$ cat src/rtl/i2s_pkg.sv
// rtl/i2s_pkg.sv - frame constants and sample conditioning shared by the I2S transmitter
package i2s_pkg;

   localparam int SLOT_BITS  = 32;
   localparam int FRAME_BITS = 64;

   typedef struct packed {
      logic [SLOT_BITS-1:0] value;
      logic                 clip;
   } sat_result_t;

   // Arithmetic shift then clamp to a signed out_width range; low out_width bits of value are the sample.
   function automatic sat_result_t sat_shift(input logic signed [63:0] value,
                                             input int                 shift,
                                             input int                 out_width);
      logic signed [63:0] s;
      logic signed [63:0] max_v;
      logic signed [63:0] min_v;
      sat_result_t        r;
      s     = value >>> shift;
      max_v = (64'sd1 <<< (out_width - 1)) - 64'sd1;
      min_v = -(64'sd1 <<< (out_width - 1));
      if (s > max_v) begin
         r.value = max_v[SLOT_BITS-1:0];
         r.clip  = 1'b1;
      end else if (s < min_v) begin
         r.value = min_v[SLOT_BITS-1:0];
         r.clip  = 1'b1;
      end else begin
         r.value = s[SLOT_BITS-1:0];
         r.clip  = 1'b0;
      end
      return r;
   endfunction

endpackage

$ cat src/rtl/audio_sample_fifo.sv
// rtl/audio_sample_fifo.sv - two-entry sample FIFO; a same-cycle pop sees pre-write contents
module audio_sample_fifo
   import i2s_pkg::*;
#(
   parameter int WIDTH = SLOT_BITS
) (
   input  logic             clk_i,
   input  logic             rst_i,
   input  logic             push_i,
   input  logic [WIDTH-1:0] wdata_i,
   input  logic             pop_i,
   output logic [WIDTH-1:0] rdata_o,
   output logic             full_o,
   output logic             empty_o
);

   logic [1:0]       count_q, count_d;
   logic [WIDTH-1:0] e0_q, e0_d, e1_q, e1_d;
   logic             pop_ok, push_ok;
   logic [1:0]       wr_pos;

   always_comb begin
      pop_ok  = pop_i && (count_q != 2'd0);
      // A pop in the same cycle frees a slot, so a full FIFO still accepts the write.
      push_ok = push_i && ((count_q != 2'd2) || pop_ok);
      wr_pos  = count_q - {1'b0, pop_ok};
      e0_d    = e0_q;
      e1_d    = e1_q;
      if (pop_ok) begin
         e0_d = e1_q;
      end
      if (push_ok) begin
         if (wr_pos == 2'd0) begin
            e0_d = wdata_i;
         end else begin
            e1_d = wdata_i;
         end
      end
      count_d = count_q - {1'b0, pop_ok} + {1'b0, push_ok};
   end

   always_ff @(posedge clk_i) begin
      if (rst_i) begin
         count_q <= 2'd0;
         e0_q    <= '0;
         e1_q    <= '0;
      end else begin
         count_q <= count_d;
         e0_q    <= e0_d;
         e1_q    <= e1_d;
      end
   end

   assign rdata_o = e0_q;
   assign full_o  = (count_q == 2'd2);
   assign empty_o = (count_q == 2'd0);

endmodule

$ cat src/rtl/i2s_tx.sv
// rtl/i2s_tx.sv - mono-to-stereo Philips I2S serializer with BCLK/LRCLK generation and sticky status
module i2s_tx
   import i2s_pkg::*;
#(
   parameter int DATA_WIDTH = 32,
   parameter int OUT_WIDTH  = 24,
   parameter int SHIFT      = 0,
   parameter int BCLK_HALF  = 2
) (
   input  logic                  clk,
   input  logic                  rst,
   input  logic [DATA_WIDTH-1:0] data_in,
   input  logic                  data_in_valid,
   input  logic                  status_clear,
   output logic                  bclk,
   output logic                  lrclk,
   output logic                  sdata,
   output logic                  frame_strobe,
   output logic                  underrun,
   output logic                  overflow,
   output logic                  clip
);

   localparam int CW = $clog2(BCLK_HALF);

   logic [CW-1:0]         cnt_q, cnt_d;
   logic                  bclk_q, bclk_d;
   logic [5:0]            b_q, b_d;
   logic [FRAME_BITS-1:0] shreg_q, shreg_d;
   logic [SLOT_BITS-1:0]  last_q, last_d;
   logic                  lrclk_q, lrclk_d, sdata_q, sdata_d, strobe_q, strobe_d;
   logic                  underrun_q, underrun_d, overflow_q, overflow_d, clip_q, clip_d;

   logic                  wrap, fall, load;
   logic signed [63:0]    din_ext;
   sat_result_t           cond;
   logic [SLOT_BITS-1:0]  slot_in, fifo_rdata;
   logic                  fifo_full, fifo_empty;

   assign din_ext = 64'(signed'(data_in));
   assign cond    = sat_shift(din_ext, SHIFT, OUT_WIDTH);
   // Samples are stored already left-justified in their 32-bit slot.
   assign slot_in = cond.value << (SLOT_BITS - OUT_WIDTH);

   assign wrap = (cnt_q == CW'(BCLK_HALF - 1));
   assign fall = wrap && bclk_q;
   assign load = fall && (b_q == 6'd63);

   audio_sample_fifo #(.WIDTH(SLOT_BITS)) u_fifo (
      .clk_i   (clk),
      .rst_i   (rst),
      .push_i  (data_in_valid),
      .wdata_i (slot_in),
      .pop_i   (load),
      .rdata_o (fifo_rdata),
      .full_o  (fifo_full),
      .empty_o (fifo_empty)
   );

   always_comb begin
      cnt_d    = wrap ? '0 : cnt_q + CW'(1);
      bclk_d   = bclk_q ^ wrap;
      b_d      = b_q;
      lrclk_d  = lrclk_q;
      sdata_d  = sdata_q;
      shreg_d  = shreg_q;
      last_d   = last_q;
      strobe_d = 1'b0;
      if (fall) begin
         b_d     = b_q + 6'd1;
         lrclk_d = (b_d >= 6'd31) && (b_d <= 6'd62);
         if (load) begin
            if (!fifo_empty) begin
               last_d = fifo_rdata;
            end
            shreg_d  = {last_d, last_d};
            strobe_d = 1'b1;
         end else begin
            shreg_d = {shreg_q[FRAME_BITS-2:0], 1'b0};
         end
         sdata_d = shreg_d[FRAME_BITS-1];
      end
      // Set events take priority over a simultaneous clear.
      underrun_d = (load && fifo_empty) || (underrun_q && !status_clear);
      overflow_d = (data_in_valid && fifo_full && !load) || (overflow_q && !status_clear);
      clip_d     = (data_in_valid && cond.clip) || (clip_q && !status_clear);
   end

   always_ff @(posedge clk) begin
      if (rst) begin
         cnt_q      <= '0;
         bclk_q     <= 1'b0;
         b_q        <= 6'd63;
         shreg_q    <= '0;
         last_q     <= '0;
         lrclk_q    <= 1'b0;
         sdata_q    <= 1'b0;
         strobe_q   <= 1'b0;
         underrun_q <= 1'b0;
         overflow_q <= 1'b0;
         clip_q     <= 1'b0;
      end else begin
         cnt_q      <= cnt_d;
         bclk_q     <= bclk_d;
         b_q        <= b_d;
         shreg_q    <= shreg_d;
         last_q     <= last_d;
         lrclk_q    <= lrclk_d;
         sdata_q    <= sdata_d;
         strobe_q   <= strobe_d;
         underrun_q <= underrun_d;
         overflow_q <= overflow_d;
         clip_q     <= clip_d;
      end
   end

   assign bclk         = bclk_q;
   assign lrclk        = lrclk_q;
   assign sdata        = sdata_q;
   assign frame_strobe = strobe_q;
   assign underrun     = underrun_q;
   assign overflow     = overflow_q;
   assign clip         = clip_q;

endmodule

$ cat config.mk
export PLATFORM = sky130hd
export DESIGN_NAME = i2s_tx
export DESIGN_NICKNAME = d
export VERILOG_FILES = /design/src/rtl/i2s_pkg.sv /design/src/rtl/audio_sample_fifo.sv /design/src/rtl/i2s_tx.sv
export SDC_FILE = /design/constraint.sdc
export NUM_CORES = 1
export LEC_CHECK = 0
export ABC_AREA = 1
export CORE_MARGIN = 5
export CORE_UTILIZATION = 50
export CTS_CLUSTER_SIZE = 12
export DETAILED_ROUTE_END_ITERATION = 8
export PLACE_DENSITY = 0.73
export RECOVER_POWER = 50
export SYNTH_ARGS = -nofsm -noshare
export SYNTH_HDL_FRONTEND = slang
export SYNTH_HIERARCHICAL = 1
export SYNTH_SLANG_ARGS = --single-unit
$ cat constraint.sdc
create_clock -name clk -period 5.4 [get_ports clk]
set_input_delay 0.81 -clock clk [delete_from_list [all_inputs] [get_ports clk]]
set_output_delay 0.81 -clock clk [all_outputs]
set_load 0.1 [all_outputs]
==> Word-level counts from Yosys, hierarchy flattened <==
Cells that the tools add are included.
{ "totals": {"register_bits": 167, "in_bits": 36, "elab_cells": 61} }
{ "classes": {"n_addsub": 4, "order_cmp": 4, "n_eq_ne": 3, "muxes": 8, "bitwise": 3, "reduce_logical": 25} }
{ "op_table": {"columns": ["cell", "n"], "rows": [
  ["$mux W32", 4],
  ["$mux W64", 1],
  ["$mux W25", 2],
  ["$gt A32 B24 Y1 const B", 1],
  ["$lt A32 B24 Y1 const B", 1],
  ["$logic_and A1 B1 Y1", 12],
  ["$add A6 B1 Y6 const B", 1],
  ["$eq A6 B6 Y1 const B", 1],
  ["$ge A6 B5 Y1 const B", 1],
  ["$le A6 B6 Y1 const B", 1],
  ["$logic_not A2 Y1", 2],
  ["$logic_or A1 B1 Y1", 4],
  ["$reduce_and A2 Y1", 2],
  ["$reduce_or A2 Y1", 2],
  ["$add A2 B1 Y2", 1],
  ["$eq A2 B2 Y1 const B", 1],
  ["$logic_not A1 Y1", 2],
  ["$ne A2 B2 Y1 const B", 1],
  ["$not A1 Y1", 2],
  ["$reduce_bool A2 Y1", 1],
  ["$sub A2 B1 Y2", 1],
  ["$add A1 B1 Y1 const B", 1],
  ["$mux W1", 1],
  ["$xor A1 B1 Y1", 1]
]} }

==> Depth between registers and ports, before layout <==
Gate-level depths: netlist of the first run.
{ "depth": {"word_depth": 7, "mapped_depth": 19, "depth_no_buf": 14} }

==> Hierarchy <==
The synthesis of the first run kept the hierarchy.
{ "by_module_without_submodules": {"columns": ["mod", "instances", "cells_each", "area_per_inst_um2"], "rows": [
  ["i2s_tx", 1, 800, 5207.5],
  ["audio_sample_fifo", 1, 448, 2931.6]
]} }

==> Least setup slack after synthesis of the first run <==
OpenSTA, ideal clock, no wires.
{ "synth_path": {"path_kind": "register -> register", "start": "reg bclk_q, in the netlist bclk", "end": "reg u_fifo.e1_q[11]", "arrival_time_ps": 3090, "required_ps": 5287, "path_slack_ps": 2197, "path_stages_with_launch": 17, "n_path_buf": 5, "path_cell_list": "dfxtp_1 ha_1 nand2_1 nor2_4 buf_6 buf_4 nand2_2 buf_2 inv_1 ha_1 inv_1 nor2_1 nand3b_4 buf_6 buf_2 nor2_1 nor2_1"} }
{ "synth_via": {"elab_chain_cells": 7, "word_cells_on_any_way": 9, "classes_between": "add/sub (1); bitwise (1); reduce/logical (7)"} }
{ "synth_lines": {"columns": ["item", "line", "text"], "rows": [
  ["start: declaration", "i2s_tx.sv:27", "logic bclk_q, bclk_d;"],
  ["start signal: assignment", "i2s_tx.sv:104", "bclk_q <= bclk_d;"],
  ["$logic_and A1 B1 Y1 (*)", "i2s_tx.sv:46", "assign fall = wrap && bclk_q;"],
  ["net fall", "i2s_tx.sv:34", "logic wrap, fall, load;"],
  ["$logic_and A1 B1 Y1 (*)", "i2s_tx.sv:47", "assign load = fall && (b_q == 6'd63);"],
  ["net load", "i2s_tx.sv:34", null],
  ["$logic_and A1 B1 Y1 (*)", "audio_sample_fifo.sv:23", "pop_ok = pop_i && (count_q != 2'd0);"],
  ["$sub A2 B1 Y2", "audio_sample_fifo.sv:26", "wr_pos = count_q - {1'b0, pop_ok};"],
  ["$logic_not A2 Y1", "audio_sample_fifo.sv:33", "if (wr_pos == 2'd0) begin"],
  ["$not A1 Y1 (no source line)", null, null],
  ["$reduce_and A2 Y1 (no source line) (*)", null, null],
  ["end signal: assignment", "audio_sample_fifo.sv:46", "e1_q <= '0;"],
  ["end signal: assignment", "audio_sample_fifo.sv:50", "e1_q <= e1_d;"],
  ["end: declaration", "audio_sample_fifo.sv:18", "logic [WIDTH-1:0] e0_q, e0_d, e1_q, e1_d;"]
]} }
The timed path passes the listed nets; every way through them passes the cells marked *.
A chain may end at the register's enable or synchronous reset.

==> flow_summary.json, run 1 <==
{
  "drt_iter0_markers": 580,
  "status": "finished, violations left",
  "final_common_cell": "nand2_1",
  "start_util_pct": 51.05,
  "grt-ovfl-total": 0,
  "cts_tree": "yes",
  "max_freq_mhz": 235.3,
  "synth_top_area_share_pct": 43.04,
  "hold_buffers": 0,
  "violations": "max-capacitance violations, max-slew violations",
  "grt_pass1_wl_um": 29700,
  "dp.final_hpwl_um": 10530,
  "cp.required_ps": 5700,
  "clk_latency_ps": 420,
  "yosysSeqAreaShare_pct": 43.04,
  "setup_violations": 0,
  "drv_cap": 1,
  "worstSetupPathType": "input port to register",
  "hold_viol": 0,
  "clkPwrFrac_pct": 38.4,
  "first_pass_iters": 5,
  "leakage_nw": 4.420,
  "worstSetupEndpointType": "register",
  "postCtsSetupBuffers": 0,
  "numClockSinks": 175,
  "cp.arrival_ps": 4550,
  "detail-route-antenna-nets": 0,
  "place.gp.congestion": 0.7630,
  "ys_ff_latch": 175,
  "clk_pin_slew_ps": 60,
  "maxSlewViolCount": 80,
  "grt_max_degree": 104,
  "finalSetupTns_ps": 0,
  "grt_usage_pct": 19.07,
  "fin_skew_ps": 5.413,
  "area_delta_synth_final_pct": 11.67,
  "vias_per_cell": 4.839,
  "syn_inst": 1248,
  "switching_share_pct": 26.95,
  "final_util_pct": 57.01,
  "dieArea_sq_um": 18930,
  "pin_count": 43,
  "powerDensity_nw_per_um2": 340.4,
  "p_switching_mw": 0.8338,
  "die_h_um": 137.6,
  "intPower_mw": 2.260,
  "tightest_slew_ps": 3495,
  "nNetsFinal": 1292,
  "synth.distinct_cells": 25,
  "cts-resized-gates": 0,
  "root_buffer": "clkbuf_16",
  "wl_per_cell_um": 11.34,
  "diodes": 0,
  "core_sq_um": 15940,
  "yosys-top-cells-area": "dfxtp_1 (43%), nand2_1 (16%), inv_1 (7.9%)",
  "pwr-share-comb_pct": 15.3,
  "yosysTopAreaCell": "dfxtp_1",
  "slew_headroom_pct": -133.0,
  "hold_path_class": "register to register",
  "dr_total_vias": 7157,
  "drive_gt1_share_pct": 3.484,
  "syn_area_sq_um": 8139,
  "seq_power_share_pct": 46.4,
  "cts_buffers": 17,
  "worstSetupStartpointType": "input port",
  "fin_crit_ps": 4249,
  "critical_path.max_fanout": 79,
  "routed_wl_um": 16780,
  "drc": 0,
  "grt_pass1_vias": 6582,
  "portBuffers": 42,
  "antenna_found_initial": 0,
  "rows": 46,
  "dieWidth_um": 137.6,
  "rsz0062_at_grt": "no",
  "peakVddDrop_mv": 0.2367,
  "syn_area_per_cell_sq_um": 6.522,
  "finalCritPeriodShare_pct": 78.69,
  "ys_warn_count": 6,
  "htree_levels": 4,
  "clk_path_buf_depth": 2,
  "mostFrequentLayoutCells": "nand2_1 (344), dfxtp_1 (175), inv_1 (171)"
}
cells by family (layout without fill, tap and decap cells):
| family | count (synthesis) | count (layout) | share of synthesized area, % |
|---|---|---|---|
| fa+ha+maj | 5 | 5 | 0.7686 |
| compound gates | 273 | 273 | 16.97 |
| simple gates | 536 | 536 | 25.84 |
| flops | 175 | 175 | 43.04 |
| other cells | 1 | 16 | 0.04607 |
| xor+xnor | 2 | 2 | 0.2153 |
| buf+inv | 256 | 256 | 13.11 |
synthesized netlist by cell type, drive strengths merged:
| library cell | count |
|---|---|
| nand2 | 346 |
| inv | 176 |
| dfxtp | 175 |
| o21ai | 168 |
| nor2 | 151 |
| a21oi | 99 |
| clkbuf | 42 |
| buf | 38 |
| nand3 | 34 |
| ha | 5 |
| o211ai | 5 |
| nand4 | 3 |
| xnor2 | 2 |
| conb | 1 |
| nand3b | 1 |
| o21bai | 1 |
| or2 | 1 |
flip-flops by register name, summed over array words and instances, names as in the netlist, 2 cells and up:
| register | cells |
|---|---|
| u_fifo/rdata_o | 32 |
| u_fifo/e1_q | 32 |
| b_q | 6 |
| shreg_q | 63 |
| u_fifo/count_q | 2 |
| last_q | 32 |
cell type report:
cell class	instances	area, sq um
sequential	175	3503
fill	1620	6854
multi-input combinational	832	3625
clock inverter	6	82.58
tap	216	270.3
clock buffer	25	485.5
inverter	176	661.9
timing repair buffer	49	460.4
worst max-delay path: stages:
cell and delay, ps:
clkbuf_1 2420, inv_1 100, clkbuf_2 770, o21ai_0 320
nor2_1 80
per-layer routing:
metal	GRT usage, %	routed length [um]
met3	4.237	860
met2	30.31	7432
met4	5.820	210
met1	25.90	8272
met5	0	0
stage by stage:
| step | area, sq um | total power [mW] | hold slack, ps | setup WS (ps) | instances |
|---|---|---|---|---|---|
| after detailed placement | 8531 | 1.936 | 411.5 | 1335 | 1448 |
| final | 9089 | 3.094 | 417.8 | 1151 | 1479 |
| after global routing | 9089 | 3.262 | 429.9 | 652.7 | 1479 |
| after floorplan | 8195 | 1.835 | 396.7 | 2197 | 1263 |
| after CTS | 9099 | 3.128 | 420.9 | 1306 | 1479 |
| after global placement | 8531 | 1.925 | 403.8 | 1417 | 1448 |
power by group through the flow:
stage	clock [mW]	sequential [mW]	combinational (mW)
finish	1.19	1.43	0.472
global route	1.27	1.44	0.549
CTS	1.22	1.43	0.477
detailed placement	0	1.46	0.474
global placement	0	1.46	0.465
floorplan	0	1.47	0.368
final timing paths:
| kind | cells past startpoint | slack, ps | from | to |
|---|---|---|---|---|
| max | 5 | 1150 | rst | u_fifo/rdata_o[3] |
| min | 1 | 420 | cnt_q | cnt_q |
| max reg2reg | 12 | 1320 | cnt_q | u_fifo/rdata_o[3] |
| min reg2reg | 1 | 420 | cnt_q | cnt_q |
Power figures use the tool's default switching activity.
==> run 2: changes to the inputs <==
==> constraint.sdc (replaced) <==
create_clock -name clk -period 4.4 [get_ports clk]
set_input_delay 0.66 -clock clk [delete_from_list [all_inputs] [get_ports clk]]
set_output_delay 0.66 -clock clk [all_outputs]
set_load 0.1 [all_outputs]
==> flow_summary.json, run 2 (synthesis results as in run 1) <==
{
  "drt_iter0_markers": 608,
  "pin_count": 43,
  "grt_pass1_vias": 6347,
  "cp_num_cells": 11,
  "finalCritPeriodShare_pct": 80.91,
  "crit_buf_inv": 4,
  "top_register": "shreg_q",
  "reg2reg_from": "bclk",
  "hold_buffers": 0,
  "critPathLaunch": "bclk",
  "peakVddDrop_mv": 0.3029,
  "routed_wl_um": 16850,
  "crit_top_cell": "nor2_1",
  "cp_slowest_stage_delay_ps": 760,
  "dp.final_hpwl_um": 10570,
  "r2r_cells": 11,
  "grt-ovfl-total": 0,
  "portBuffers": 42,
  "hold_path_class": "register to register",
  "wl_per_cell_um": 11.36,
  "dr_total_vias": 7234,
  "hold_viol": 0,
  "clk_path_buf_depth": 2,
  "htree_levels": 4,
  "slowest_stage": "buf_4",
  "maxSlewViolCount": 78,
  "setup.worst_path.end": "u_fifo/rdata_o[26]",
  "fin_crit_ps": 3560,
  "drv_cap": 1,
  "vias_per_cell": 4.878,
  "crit_family": "buffers and inverters",
  "drive_gt1_share_pct": 3.788,
  "final_util_pct": 57.50,
  "cp.arrival_ps": 3920,
  "worstSetupPathType": "register to register",
  "area_delta_synth_final_pct": 12.64,
  "power.total_mw": 3.952,
  "nNetsFinal": 1295,
  "regToRegEndpoint": "u_fifo/rdata_o[26]",
  "root_buffer": "clkbuf_16",
  "first_pass_iters": 5,
  "rsz0062_at_grt": "no",
  "numClockSinks": 175,
  "dieArea_sq_um": 18930,
  "antenna_found_initial": 0,
  "diodes": 0,
  "dieWidth_um": 137.6,
  "powerDensity_nw_per_um2": 431.1,
  "fin_hold_ws_ps": 427.2,
  "dp.cells": 1451,
  "core_sq_um": 15940,
  "violations": "max-capacitance violations, max-slew violations",
  "path_cells": "ha_1 -> nand2_1 -> nor2_1 -> buf_4 -> inv_1 -> nand3_1 -> nand3_2 -> buf_4 -> inv_1 -> nor2_1 -> nor2_1",
  "grt_usage_pct": 18.40,
  "grt_pass1_wl_um": 28570,
  "slew_headroom_pct": -6.531,
  "worstSetupEndpointType": "register",
  "max_freq_mhz": 280.9,
  "cp.required_ps": 4760,
  "rows": 46,
  "mostFrequentLayoutCells": "nand2_1 (344), dfxtp_1 (175), inv_1 (173)",
  "cts-resized-gates": 0,
  "status": "finished, violations left",
  "setup_violations": 0,
  "clk_pin_slew_ps": 60,
  "postCtsSetupBuffers": 0,
  "start_util_pct": 51.05,
  "grt_max_degree": 104,
  "stdcell_count": 1483,
  "detail-route-antenna-nets": 0,
  "worstSetupStartpointType": "register",
  "finalSetupTns_ps": 0,
  "cts_tree": "yes",
  "cts_buffers": 17,
  "place.gp.congestion": 0.8023,
  "leakage_nw": 4.468,
  "largest_reg_flops": 63,
  "fin_skew_ps": 6.028,
  "critical_path.max_fanout": 103,
  "clk_latency_ps": 420,
  "tightest_slew_ps": 1598,
  "final_common_cell": "nand2_1",
  "die_h_um": 137.6,
  "drc": 0,
  "r2r_setup_slack_ps": 840
}
run 2: cell types whose count changed in the layout (fill, tap and decap cells not counted), moves of 2 or more:
cell | before | now
inv_1 | 171 | 173
clkinv_2 | 4 | 6
clkbuf_1 | 7 | 3
o21ai_1 | 35 | 26
inv_2 | 4 | 2
o21ai_0 | 133 | 142
bufinv_16 | 2 | 4
buf_4 | 5 | 7
run 2: routing by layer:
| metal | vias up | share of wire (%) | track usage, % |
|---|---|---|---|
| met1 | 3217 | 50 | 25.35 |
| li1 | 3850 | - | - |
| met4 | 0 | 1.0 | 4.878 |
| met2 | 150 | 45 | 29.99 |
| met5 | - | 0 | 0 |
| met3 | 17 | 4.3 | 3.031 |
run 2: where the power goes:
part | switching (mW) | internal [mW]
combinational | 0.391 | 0.191
clock | 0.606 | 1.01
sequential | 0.0517 | 1.71
run 2: worst min-delay path by stage:
stage | cells past startpoint | end | startpoint | slack [ps]
detailed placement | 1 | cnt_q | cnt_q | 420
floorplan | 1 | cnt_q | cnt_q | 400
finish | 1 | cnt_q | cnt_q | 430
global placement | 1 | cnt_q | cnt_q | 400
CTS | 1 | cnt_q | cnt_q | 430
global route | 1 | cnt_q | cnt_q | 460
run 2: per-stage QoR:
| step | area [sq um] | worst slack (ps) |
|---|---|---|
| global route | 9168 | 456.7 |
| floorplan | 8195 | 1197 |
| detailed placement | 8553 | 1006 |
| finish | 9168 | 840.0 |
| CTS | 9194 | 1008 |
| global placement | 8553 | 1096 |
run 2: area by class of cell:
| class | count | area, sq um |
|---|---|---|
| tap | 216 | 270.3 |
| inverter | 176 | 661.9 |
| multi-input combinational | 832 | 3612 |
| clock buffer | 21 | 480.5 |
| timing repair buffer | 52 | 479.2 |
| sequential | 175 | 3503 |
| clock inverter | 11 | 160.2 |
| fill | 1542 | 6775 |
==> run 3: changes to the inputs <==
--- a/config.mk
+++ b/config.mk
@@ -10,7 +10,7 @@
 export CORE_UTILIZATION = 50
 export CTS_CLUSTER_SIZE = 12
 export DETAILED_ROUTE_END_ITERATION = 8
-export PLACE_DENSITY = 0.73
+export PLACE_DENSITY = 0.76
 export RECOVER_POWER = 50
 export SYNTH_ARGS = -nofsm -noshare
 export SYNTH_HDL_FRONTEND = slang
==> constraint.sdc (replaced) <==
create_clock -name clk -period 3.2 [get_ports clk]
set_input_delay 0.48 -clock clk [delete_from_list [all_inputs] [get_ports clk]]
set_output_delay 0.48 -clock clk [all_outputs]
set_load 0.1 [all_outputs]
==> flow_summary.json, run 3 (synthesis results as in run 1) <==
{
  "status": "finished, violations left",
  "violations": "max-capacitance violations, max-slew violations",
  "placed_cell_area_sq_um": 8620,
  "clk_latency_ps": 430,
  "first_pass_iters": 5,
  "root_buffer": "clkbuf_16",
  "stdcell_count": 1491,
  "diodes": 0,
  "cts_buffers": 17,
  "clk_path_buf_depth": 2,
  "cp.arrival_ps": 2910,
  "drive_gt1_share_pct": 4.392,
  "min-delay-start": "cnt_q",
  "cts_tree": "yes",
  "grt_usage_pct": 18.64,
  "hold_viol": 0,
  "dp.final_hpwl_um": 10780,
  "dr_total_vias": 7216,
  "switching_share_pct": 27.41,
  "grt_pass1_vias": 6450,
  "powerDensity_nw_per_um2": 566.3,
  "finalCritPeriodShare_pct": 84.46,
  "mostFrequentLayoutCells": "nand2_1 (345), dfxtp_1 (174), inv_1 (171)",
  "hold_buffers": 0,
  "intPower_mw": 3.763,
  "die_h_um": 137.6,
  "drt_iter0_markers": 511,
  "worstSetupPathType": "register to register",
  "setup_violations": 0,
  "wl_per_cell_um": 11.31,
  "routed_wl_um": 16870,
  "core_sq_um": 15940,
  "vias_per_cell": 4.840,
  "htree_levels": 4,
  "clk_pin_slew_ps": 60,
  "rows": 46,
  "dieArea_sq_um": 18930,
  "rsz0062_at_grt": "no",
  "reg2reg_from": "b_q[1]",
  "nNetsFinal": 1304,
  "seq_power_share_pct": 46.7,
  "critPathLaunch": "b_q[1]",
  "cts-resized-gates": 0,
  "tightest_slew_ps": 2106,
  "largest_reg_flops": 63,
  "power.total_mw": 5.184,
  "fin_hold_ws_ps": 420.7,
  "final_common_cell": "nand2_1",
  "drv_cap": 1,
  "maxSlewViolCount": 49,
  "top_register": "shreg_q",
  "pin_count": 43,
  "numClockSinks": 175,
  "antenna_found_initial": 0,
  "area_delta_synth_final_pct": 12.47,
  "peakVddDrop_mv": 0.3699,
  "worstSetupStartpointType": "register",
  "drc": 0,
  "p_switching_mw": 1.421,
  "portBuffers": 42,
  "grt_pass1_wl_um": 29010,
  "dp.cells": 1460,
  "cp.required_ps": 3410,
  "grt-ovfl-total": 0,
  "place.gp.congestion": 0.7761,
  "stdcell_area_sq_um": 9154,
  "critical_path.max_fanout": 81,
  "fin_crit_ps": 2703,
  "slew_headroom_pct": -40.41,
  "pwr-share-comb_pct": 15.7,
  "postCtsSetupBuffers": 0,
  "hold_path_class": "register to register",
  "detail-route-antenna-nets": 0,
  "leakage_nw": 4.467,
  "worstSetupEndpointType": "register",
  "clkPwrFrac_pct": 37.7,
  "finalSetupTns_ps": 0,
  "max_freq_mhz": 370.0,
  "fin_skew_ps": 6.937,
  "start_util_pct": 51.05,
  "grt_max_degree": 82,
  "dieWidth_um": 137.6
}
## run 3: path summary, 6_finish.rpt
check                to  slack (ps)  depth (start not counted)
min reg2reg       cnt_q         420                          1
min               cnt_q         420                          1
max reg2reg  last_q[19]         500                         10
max          last_q[19]         500                         10
## run 3: worst max-delay path, cell delays in order, from the launching register on
cell and delay, ps:
dfxtp_1 430, ha_1 260, nand2_1 70, clkinv_1 50
nand2_1 100, nor2_4 160, buf_4 610, inv_1 120
clkbuf_1 400, nand2_1 170, a21oi_1 80
## run 3: layout make-up
cell class | instances | area [sq um]
inverters | 176 | 661.9
flip-flops and latches | 175 | 3505
clock buffers | 25 | 495.5
clock inverters | 6 | 57.56
fillers | 1557 | 6789
multi-input cells | 832 | 3622
repair buffers | 61 | 541.8
well taps | 216 | 270.3
## run 3: power by group through the flow
| stage | clock (mW) | sequential [mW] | combinational [mW] |
|---|---|---|---|
| floorplan | 0 | 2.48 | 0.620 |
| global route | 2.07 | 2.43 | 0.940 |
| CTS | 1.99 | 2.42 | 0.824 |
| detailed placement | 0 | 2.46 | 0.815 |
| finish | 1.95 | 2.42 | 0.811 |
| global placement | 0 | 2.46 | 0.802 |
## run 3: through the flow
| stage | utilization, % | setup WS (ps) |
|---|---|---|
| 2_1_floorplan | - | 336.2 |
| 5_1_grt | 57.42 | 248.3 |
| 3_5_place_dp | 54.07 | 647.4 |
| 4_1_cts | 57.53 | 585.5 |
| 3_3_place_gp | 54.07 | 733.4 |
| 6_report | 57.42 | 497.3 |
## run 3: metal layers
layer  track usage (%)  share of wire, %  vias to the layer above
li1                  -                 -                     3868
met1             25.32                50                     3208
met2             30.10                45                      122
met3             3.579               4.0                       18
met4             5.599               1.3                        0
met5                 0                 0                        -
